--- config.mk ---
export PLATFORM = sky130hd
export DESIGN_NAME = uart_rx_core
export DESIGN_NICKNAME = d
export VERILOG_FILES = /design/src/rtl/uart_pkg.sv /design/src/rtl/uart_baud_gen.sv /design/src/rtl/uart_rx_core.sv
export SDC_FILE = /design/constraint.sdc
export NUM_CORES = 1
export LEC_CHECK = 0
export CAP_MARGIN = 25
export CORE_ASPECT_RATIO = 0.8
export CORE_MARGIN = 10
export CORE_UTILIZATION = 35
export CTS_CLUSTER_DIAMETER = 100
export DETAILED_ROUTE_END_ITERATION = 12
export PLACE_DENSITY = 0.66
export SETUP_SLACK_MARGIN = 0.2
export SYNTH_ARGS = -nofsm -noshare
export SYNTH_HDL_FRONTEND = slang
export SYNTH_SLANG_ARGS = --single-unit
--- constraint.sdc ---
create_clock -name clk -period 7.9 [get_ports clk]
set_input_delay 2.37 -clock clk [delete_from_list [all_inputs] [get_ports clk]]
set_output_delay 2.37 -clock clk [all_outputs]
set_load 0.02 [all_outputs]
--- src/rtl/uart_pkg.sv ---
`default_nettype none
// +----------------------------------------------------------------------+
// | uart_pkg                                                             |
// | Shared UART types, LCR field positions and oversampling constants.   |
// | Revision: 1.0                                                        |
// +----------------------------------------------------------------------+
package uart_pkg;

    typedef enum logic [2:0] {
        ST_IDLE   = 3'd0,
        ST_START  = 3'd1,
        ST_DATA   = 3'd2,
        ST_PARITY = 3'd3,
        ST_STOP   = 3'd4
    } uart_state_e;

    localparam int LCR_WLS = 0;   // 2-bit word length field starts here
    localparam int LCR_STB = 2;
    localparam int LCR_PEN = 3;
    localparam int LCR_EPS = 4;
    localparam int LCR_SP  = 5;

    localparam int         OVERSAMPLE  = 16;
    localparam logic [3:0] MID_SAMPLE  = 4'd7;
    localparam logic [3:0] LAST_SAMPLE = 4'(OVERSAMPLE - 1);

    // Index of the final data bit for a given word-length code.
    function automatic logic [2:0] last_bit(input logic [1:0] wls);
        return 3'd4 + {1'b0, wls};
    endfunction

    function automatic logic expected_parity(input logic [7:0] data,
                                             input logic       even,
                                             input logic       stick);
        if (stick)
            return ~even;
        return even ? (^data) : (~^data);
    endfunction

endpackage
`default_nettype wire

--- src/rtl/uart_baud_gen.sv ---
`default_nettype none
// +----------------------------------------------------------------------+
// | uart_baud_gen                                                        |
// | Divisor counter producing a one-clock 16x oversample tick.           |
// | Revision: 1.0                                                        |
// +----------------------------------------------------------------------+
module uart_baud_gen (
    input  logic        clk,
    input  logic        rst,
    input  logic [15:0] divisor,
    output logic        tick
);

    logic [15:0] r_div;
    logic [15:0] r_cnt;
    logic        w_wrap;

    assign w_wrap = (r_div != 16'd0) && (r_cnt == r_div - 16'd1);
    assign tick   = w_wrap;

    // The divisor is only resampled at a wrap (or while stopped), so a
    // rewrite never produces a short or stretched tick period.
    always_ff @(posedge clk or posedge rst) begin
        if (rst) begin
            r_div <= 16'd0;
            r_cnt <= 16'd0;
        end else if ((r_div == 16'd0) || w_wrap) begin
            r_div <= divisor;
            r_cnt <= 16'd0;
        end else begin
            r_cnt <= r_cnt + 16'd1;
        end
    end

endmodule
`default_nettype wire

--- src/rtl/uart_rx_core.sv ---
`default_nettype none
// +----------------------------------------------------------------------+
// | uart_rx_core                                                         |
// | UART receiver: sync, 16x oversampled deframer, one-entry holding reg.|
// | Revision: 1.0                                                        |
// +----------------------------------------------------------------------+
module uart_rx_core
    import uart_pkg::*;
#(
    parameter int SYNC_STAGES = 2
) (
    input  logic       clk,
    input  logic       rst,
    input  logic       rx,
    input  logic [7:0] lcr,
    input  logic [7:0] dll,
    input  logic [7:0] dlh,
    input  logic       rd,
    output logic [7:0] rx_data,
    output logic       rx_ready,
    output logic       pe,
    output logic       fe,
    output logic       bi,
    output logic       oe,
    output logic       rx_busy
);

    localparam int c_stages = (SYNC_STAGES < 2) ? 2 : SYNC_STAGES;

    logic [c_stages-1:0] r_sync;
    logic                w_rs;
    logic [15:0]         w_divisor;
    logic                w_run;
    logic                w_tick_raw;
    logic                w_tick;

    uart_state_e r_state;
    logic [3:0]  r_sc;
    logic [2:0]  r_bc;
    logic [7:0]  r_shift;
    logic        r_par_bit;
    logic [1:0]  r_wls;
    logic        r_pen;
    logic        r_eps;
    logic        r_sp;
    logic        r_armed;

    logic        w_last_sample;
    logic        w_load;
    logic        w_pe;
    logic        w_fe;
    logic        w_bi;
    logic        w_unused_lcr;

    assign w_unused_lcr = &{1'b0, lcr[7:6], lcr[LCR_STB]};

    always_ff @(posedge clk or posedge rst) begin
        if (rst)
            r_sync <= '1;
        else
            r_sync <= {r_sync[c_stages-2:0], rx};
    end

    assign w_rs      = r_sync[c_stages-1];
    assign w_divisor = {dlh, dll};
    assign w_run     = (w_divisor != 16'd0);

    uart_baud_gen u_baud (
        .clk     (clk),
        .rst     (rst),
        .divisor (w_divisor),
        .tick    (w_tick_raw)
    );

    // The baud counter may still fire once after D is cleared; gate it here.
    assign w_tick        = w_tick_raw & w_run;
    assign w_last_sample = w_tick && (r_sc == LAST_SAMPLE);
    assign w_load        = w_last_sample && (r_state == ST_STOP);

    assign w_fe = ~w_rs;
    assign w_pe = r_pen && (r_par_bit != expected_parity(r_shift, r_eps, r_sp));
    assign w_bi = (r_shift == 8'd0) && (~r_pen || ~r_par_bit) && ~w_rs;

    always_ff @(posedge clk or posedge rst) begin
        if (rst) begin
            r_state   <= ST_IDLE;
            r_sc      <= 4'd0;
            r_bc      <= 3'd0;
            r_shift   <= 8'd0;
            r_par_bit <= 1'b0;
            r_wls     <= 2'd0;
            r_pen     <= 1'b0;
            r_eps     <= 1'b0;
            r_sp      <= 1'b0;
            r_armed   <= 1'b1;
        end else if (!w_run) begin
            r_state <= ST_IDLE;
            r_sc    <= 4'd0;
            r_bc    <= 3'd0;
        end else if (w_tick) begin
            case (r_state)
                ST_IDLE: begin
                    // After a break the line must be seen high before re-arming.
                    if (!r_armed) begin
                        if (w_rs)
                            r_armed <= 1'b1;
                    end else if (!w_rs) begin
                        r_state <= ST_START;
                        r_sc    <= 4'd0;
                    end
                end
                ST_START: begin
                    if (r_sc == MID_SAMPLE) begin
                        if (w_rs) begin
                            r_state <= ST_IDLE;
                        end else begin
                            r_state   <= ST_DATA;
                            r_sc      <= 4'd0;
                            r_bc      <= 3'd0;
                            r_shift   <= 8'd0;
                            r_par_bit <= 1'b0;
                            r_wls     <= lcr[LCR_WLS +: 2];
                            r_pen     <= lcr[LCR_PEN];
                            r_eps     <= lcr[LCR_EPS];
                            r_sp      <= lcr[LCR_SP];
                        end
                    end else begin
                        r_sc <= r_sc + 4'd1;
                    end
                end
                ST_DATA: begin
                    r_sc <= r_sc + 4'd1;
                    if (r_sc == LAST_SAMPLE) begin
                        r_shift[r_bc] <= w_rs;
                        r_bc          <= r_bc + 3'd1;
                        if (r_bc == last_bit(r_wls))
                            r_state <= r_pen ? ST_PARITY : ST_STOP;
                    end
                end
                ST_PARITY: begin
                    r_sc <= r_sc + 4'd1;
                    if (r_sc == LAST_SAMPLE) begin
                        r_par_bit <= w_rs;
                        r_state   <= ST_STOP;
                    end
                end
                ST_STOP: begin
                    r_sc <= r_sc + 4'd1;
                    if (r_sc == LAST_SAMPLE) begin
                        r_state <= ST_IDLE;
                        if (w_bi)
                            r_armed <= 1'b0;
                    end
                end
                default: r_state <= ST_IDLE;
            endcase
        end
    end

    // Holding register: a load in the same cycle as a pop replaces the
    // character cleanly; a load onto an unread character flags overrun.
    always_ff @(posedge clk or posedge rst) begin
        if (rst) begin
            rx_data  <= 8'd0;
            rx_ready <= 1'b0;
            pe       <= 1'b0;
            fe       <= 1'b0;
            bi       <= 1'b0;
            oe       <= 1'b0;
        end else if (w_load) begin
            rx_data  <= r_shift;
            rx_ready <= 1'b1;
            pe       <= w_pe;
            fe       <= w_fe;
            bi       <= w_bi;
            if (rx_ready && !rd)
                oe <= 1'b1;
            else if (rx_ready && rd)
                oe <= 1'b0;
        end else if (rd && rx_ready) begin
            rx_ready <= 1'b0;
            pe       <= 1'b0;
            fe       <= 1'b0;
            bi       <= 1'b0;
            oe       <= 1'b0;
        end
    end

    assign rx_busy = (r_state != ST_IDLE);

endmodule
`default_nettype wire

# Word-level counts from Yosys, hierarchy flattened
# Index checks and enable logic that the tools add are counted.
# totals
ff_bits	72
inputBits	28
output_inout_bits	14
elab_cells	142
# classes
add_sub_neg	5
magnitude_cmp	2
n_eq_ne	26
n_mux	53
bitwise	5
reduce_logical	32
# ops
cell	n
3-bit 2-to-1 mux	15
16-bit nonzero test	2
8-bit 2-to-1 mux	3
3-bit != test (second input constant)	8
1-bit 2-to-1 mux	20
4-bit 2-to-1 mux	5
16-bit by 1-bit adder with 16-bit output (second input constant)	1
16-bit == test	1
16-bit zero test	1
16-bit 2-to-1 mux	1
8-bit case mux with 2 select lines	1
16-bit by 1-bit subtractor with 16-bit output (second input constant)	1
3-bit case mux with 5 select lines	1
5-bit AND reduction	3
2-bit != test (second input constant)	6
4-bit case mux with 3 select lines	1
6-bit AND reduction	2
1-bit logical AND	9
8-bit bitwise mux	1
8-bit zero test	1
8-bit AND reduction	1
2-bit nonzero test	4
8-bit XNOR reduction	1
8-bit XOR reduction	1
27 further kinds	33

# Logic depth before layout (Yosys ltp)
# logic_depth
depth_word	7
depth_mapped	13
depth_no_buf	10

# Hierarchy
# Synthesis repeated with hierarchy kept, for this count alone.
# unflattened
hier_cells	423
area_unflattened_um2	4191.5
# by_module_without_submodules
mod	instances	cells_each	area_each_um2	seq_area_each_um2
uart_rx_core	1	232	2198.4	1004.7
uart_baud_gen	1	191	1993.2	800.8

# Worst setup path before layout
# Ideal clock, no wire load.
# synth_path
kind	input to register
start	in dlh[2]
end	reg rx_data[4]
setup_ns	0.125
t_arrival_ns	4.036
t_required_ns	7.775
path_slack_ns	3.739
stages	8
n_path_buf	3
cell_sequence	nor4_1 > and4_1 > buf_1 > nor2_1 > and4_1 > buf_2 > buf_2 > mux2_2
# synth_via
elab_chain_cells	4
# synth_rtl
element	line	rtl
from (decl)	uart_rx_core.sv:17	input logic [7:0] dlh,
16-bit nonzero test	uart_rx_core.sv:66	assign w_run = (w_divisor != 16'd0);
1-bit AND	uart_rx_core.sv:76	assign w_tick = w_tick_raw & w_run;
1-bit logical AND	uart_rx_core.sv:77	assign w_last_sample = w_tick && (r_sc == LAST_SAMPLE);
1-bit logical AND	uart_rx_core.sv:78	assign w_load = w_last_sample && (r_state == ST_STOP);
to (signal assigned)	uart_rx_core.sv:171	rx_data <= r_shift;
to (decl)	uart_rx_core.sv:19	output logic [7:0] rx_data,
# Every way passes these cells.
# A chain may end at the register's enable or synchronous reset.

# Worst setup path in the final report
# layout_path
start	in dll[2]
end	reg r_armed
# layout_via
elab_chain_cells	3
# layout_rtl
element	line	rtl
from (decl)	uart_rx_core.sv:16	input logic [7:0] dll,
16-bit nonzero test (*)	uart_rx_core.sv:66	
1-bit AND	uart_rx_core.sv:76	
5-bit AND reduction (no source line) (*)	--	
to (signal assigned)	uart_rx_core.sv:95	r_armed <= 1'b1;
to (signal assigned)	uart_rx_core.sv:106	r_armed <= 1'b1;
to (signal assigned)	uart_rx_core.sv:152	r_armed <= 1'b0;
to (decl)	uart_rx_core.sv:46	logic r_armed;
# Mark *: on every way between the ends. The rest lies on a longest branch, timed or not.

==> flow_metrics.env <==
export IMPL_crit_type="input port to flop"
export IMPL_p_sw_mw=0.1846
export IMPL_detail_route_vias_per_cell=5.397
export IMPL_path_cells="clkdlybuf4s50_1 -> nor4_1 -> and4_1 -> nor2_1 -> and4_1 -> nand4_1 -> o21a_1"
export IMPL_synthCells=412
export IMPL_clock_latency_ns=0.34
export IMPL_antenna_left=0
export IMPL_drive_above_1_share_pct=13.50
export IMPL_drv_slew=0
export IMPL_synthesis_nets=449
export IMPL_ff2ff_setup_slack_ns=4.21
export IMPL_r2r_start="u_baud.r_div[0]"
export IMPL_clock_sinks=72
export IMPL_initial_utilization_pct=35.47
export IMPL_path_clk_slew_ns=0.06
export IMPL_clockBufferDepth=2
export IMPL_gp_congestion=0.8785
export IMPL_synth_top_family_by_area="simple AND/OR/NAND/NOR gates"
export IMPL_seqPwrFrac_pct=47.3
export IMPL_maxSlewHeadroom_pct=38.58
export IMPL_ir_drop_v=0.00008775
export IMPL_holdPathStages=0
export IMPL_crit_fanout=16
export IMPL_fp_dieH_um=116.1
export IMPL_crit_top_cell="and4_1"
export IMPL_syn_area_um2=4039
export IMPL_crit_path_end_kind="flop"
export IMPL_critPathSlowestCell="nor4_1"
export IMPL_cts_made_buffers=9
export IMPL_timing_setup_tns_ns=0
export IMPL_area_delta_synth_final_pct=20.35
export IMPL_synth_avg_cell_area_um2=9.803
export IMPL_yosysSeqAreaShare_pct=44.70
export IMPL_synthAdderAreaFrac_pct=2.788
export IMPL_coreArea_um2=11390
export IMPL_min_path_type="flop to flop"
export IMPL_synth_distinct_cells=60
export IMPL_r2r_end="r_armed"
export IMPL_synth_edf_count=0
export IMPL_clock_skew_ns=0.01114
export IMPL_finalCriticalPeriod_ns=4.671
export IMPL_finalHoldViolations=0
export IMPL_rsz0062_at_grt="no"
export IMPL_grt_pass1_wl_um=16080
export IMPL_p_leak_nw=2.119
export IMPL_overflow=0
export IMPL_p_per_area_nw_per_um2=161.2
export IMPL_vias=3238
export IMPL_cts_hold_buf=0
export IMPL_grt_use_total_pct=11.79
export IMPL_grt_max_degree=73
export IMPL_grt_pass1_vias=3140
export IMPL_h_tree_depth=3
export IMPL_antenna_found_initial=0
export IMPL_pwr_share_clk_pct=49.9
export IMPL_status="finished, final reports clean"
export IMPL_cts_resized=0
export IMPL_ys_async_sr_fraction_pct=100.0
export IMPL_finalSetupViolCount=0
export IMPL_yosysWarnings=0
export IMPL_cts_tree="yes"
export IMPL_worstHoldEndpoint="r_sync[1]"
export IMPL_reg2reg_depth=9
export IMPL_post_drt_wl_per_cell_um=15.77
export IMPL_routed_wl_um=9460
export IMPL_whs_ns=0.3637
export IMPL_startpoint_type="input port"
export IMPL_drc=0
export IMPL_min_period_over_period_pct=59.12
export IMPL_nNetsFinal=484
export IMPL_drt_initial_drc_count=288
export IMPL_dieArea_um2=16260
export IMPL_p_sw_share_pct=23.56
export IMPL_synth_xor_area_share_pct=8.891
export IMPL_cp_data_required_time_ns=8.17
export IMPL_worst_slew_pin_slew_ns=0.9214
export IMPL_antenna_cells=0
export IMPL_cts_setup_buffers=0
export IMPL_chipWidth_um=140.1
export IMPL_min_from="r_sync[0]"
export IMPL_dp_hpwl_um=6904
export IMPL_synth_seq_cells=72
export IMPL_worst_path_largest_cell_delay_ns=0.55
export IMPL_max_freq_mhz=214.1
export IMPL_combPwrFrac_pct=2.9
export IMPL_maxCapViolations=0
export IMPL_synthFlopType="dfrtp_1"
export IMPL_pin_count=42
export IMPL_portBuffers=38
export IMPL_fp_row_count=35
export IMPL_cts_root_buf="clkbuf_16"
export IMPL_synth_compound_area_share_pct=11.93
export IMPL_muxShareOfSynthArea_pct=7.497
export IMPL_critPathArrivalTime_ns=4.94
export IMPL_internal_power_mw=0.5990
export IMPL_synth_simple_area_share_pct=20.57
export IMPL_first_pass_iters=4
==> cell type report <==
type / count / area (µm²)
tap: 148 / 185.2
clock buffer: 9 / 225.2
multi-input combinational: 304 / 2087
inverter: 18 / 67.56
sequential: 72 / 1805
timing repair buffer: 42 / 430.4
fill: 1116 / 6525
clock inverter: 7 / 60.06
==> state kept, by name (all words and copies together) (netlist names), 2 cells and up, named ones only <==
signal and flops:
r_wls 2, u_baud.r_cnt 16, r_shift 8, r_sync 2, r_bc 3, r_sc 4, r_state 3, u_baud.r_div 16
rx_data 8
==> layer usage <==
metal	track usage (%)	share of wire, %	vias up
met1	16.72	50	1588
met2	17.33	43	95
met3	2.580	5.5	9
li1	-	-	1546
met5	0	0	-
met4	3.846	1.3	0
==> layout by cell type (no fill, tap or decap), types with 4 or more instances in the layout <==
| cell type | n |
|---|---|
| mux2_2 | 26 |
| clkbuf_16 | 9 |
| clkdlybuf4s50_1 | 38 |
| dfrtp_1 | 69 |
| nand4_1 | 4 |
| xnor2_1 | 27 |
| o22ai_1 | 8 |
| and4_1 | 4 |
| nand2_1 | 25 |
| and3_1 | 6 |
| nor3_1 | 9 |
| or3_1 | 11 |
| o21ai_0 | 19 |
| xor2_1 | 14 |
| inv_1 | 17 |
| a21oi_1 | 22 |
| nor4_1 | 6 |
| nor2_1 | 37 |
| nor2b_1 | 5 |
| nand3_1 | 25 |
| ha_1 | 9 |
==> synth_stat cells, types with 8 or more instances <==
master / n / area, µm²
nand2_1: 25 / 93.84
nor2_1: 37 / 138.9
clkbuf_1: 9 / 33.78
inv_1: 18 / 67.56
xor2_1: 14 / 122.6
dfrtp_1: 69 / 1727
a21oi_1: 22 / 110.1
o21ai_0: 19 / 95.09
o22ai_1: 8 / 50.05
or3_1: 11 / 68.82
xnor2_1: 27 / 236.5
mux2_2: 26 / 292.8
nor3_1: 9 / 45.04
ha_1: 9 / 112.6
nand3_1: 25 / 125.1
==> stage by stage <==
| step | worst slack (ns) | util [%] | cells | total power, mW | instance area, µm² |
|---|---|---|---|---|---|
| 2_1_floorplan | 3.710 | - | 412 | 0.3832 | 4039 |
| 3_3_place_gp | 2.952 | 39.95 | 583 | 0.3998 | 4548 |
| 3_5_place_dp | 2.918 | 40.19 | 584 | 0.4001 | 4576 |
| 4_1_cts | 3.259 | 42.69 | 600 | 0.7932 | 4861 |
| 5_1_grt | 3.043 | 42.69 | 600 | 0.8123 | 4861 |
| 6_report | 3.229 | 42.69 | 600 | 0.7836 | 4861 |
==> cells by family after synthesis <==
logic type / count (synthesis)
buffers and inverters: 36
xor gates and xnor gates: 41
adders and majority gates: 9
DFF: 72
and+or+nand+nor: 153
AOI/OAI and AO/OA: 74
muxes: 27
==> how the worst max path moves through the flow <==
stage                start        end  slack [ns]  depth (start not counted)
global placement    dll[2]    r_armed        2.95                          7
CTS                 dlh[2]    r_armed        3.26                          7
floorplan              rst  async pin        3.71                          1
finish              dll[2]    r_armed        3.23                          7
global route        dll[2]    r_armed        3.04                          7
detailed placement  dll[2]    r_armed        2.92                          7
==> power groups by stage <==
stage / sequential [mW] / combinational (mW) / clock (mW)
floorplan: 0.377 / 0.00639 / 0
global placement: 0.377 / 0.0227 / 0
detailed placement: 0.377 / 0.0230 / 0
CTS: 0.370 / 0.0231 / 0.400
global route: 0.370 / 0.0248 / 0.417
finish: 0.370 / 0.0224 / 0.391
==> critical path: cells and delay by family <==
family / cells / cell delay, ns
AO/OA/AOI/OAI: 1 / 0.15
buffers and inverters: 1 / 0.46
AND/OR/NAND/NOR: 5 / 1.95
Power figures use the tool's default switching activity.
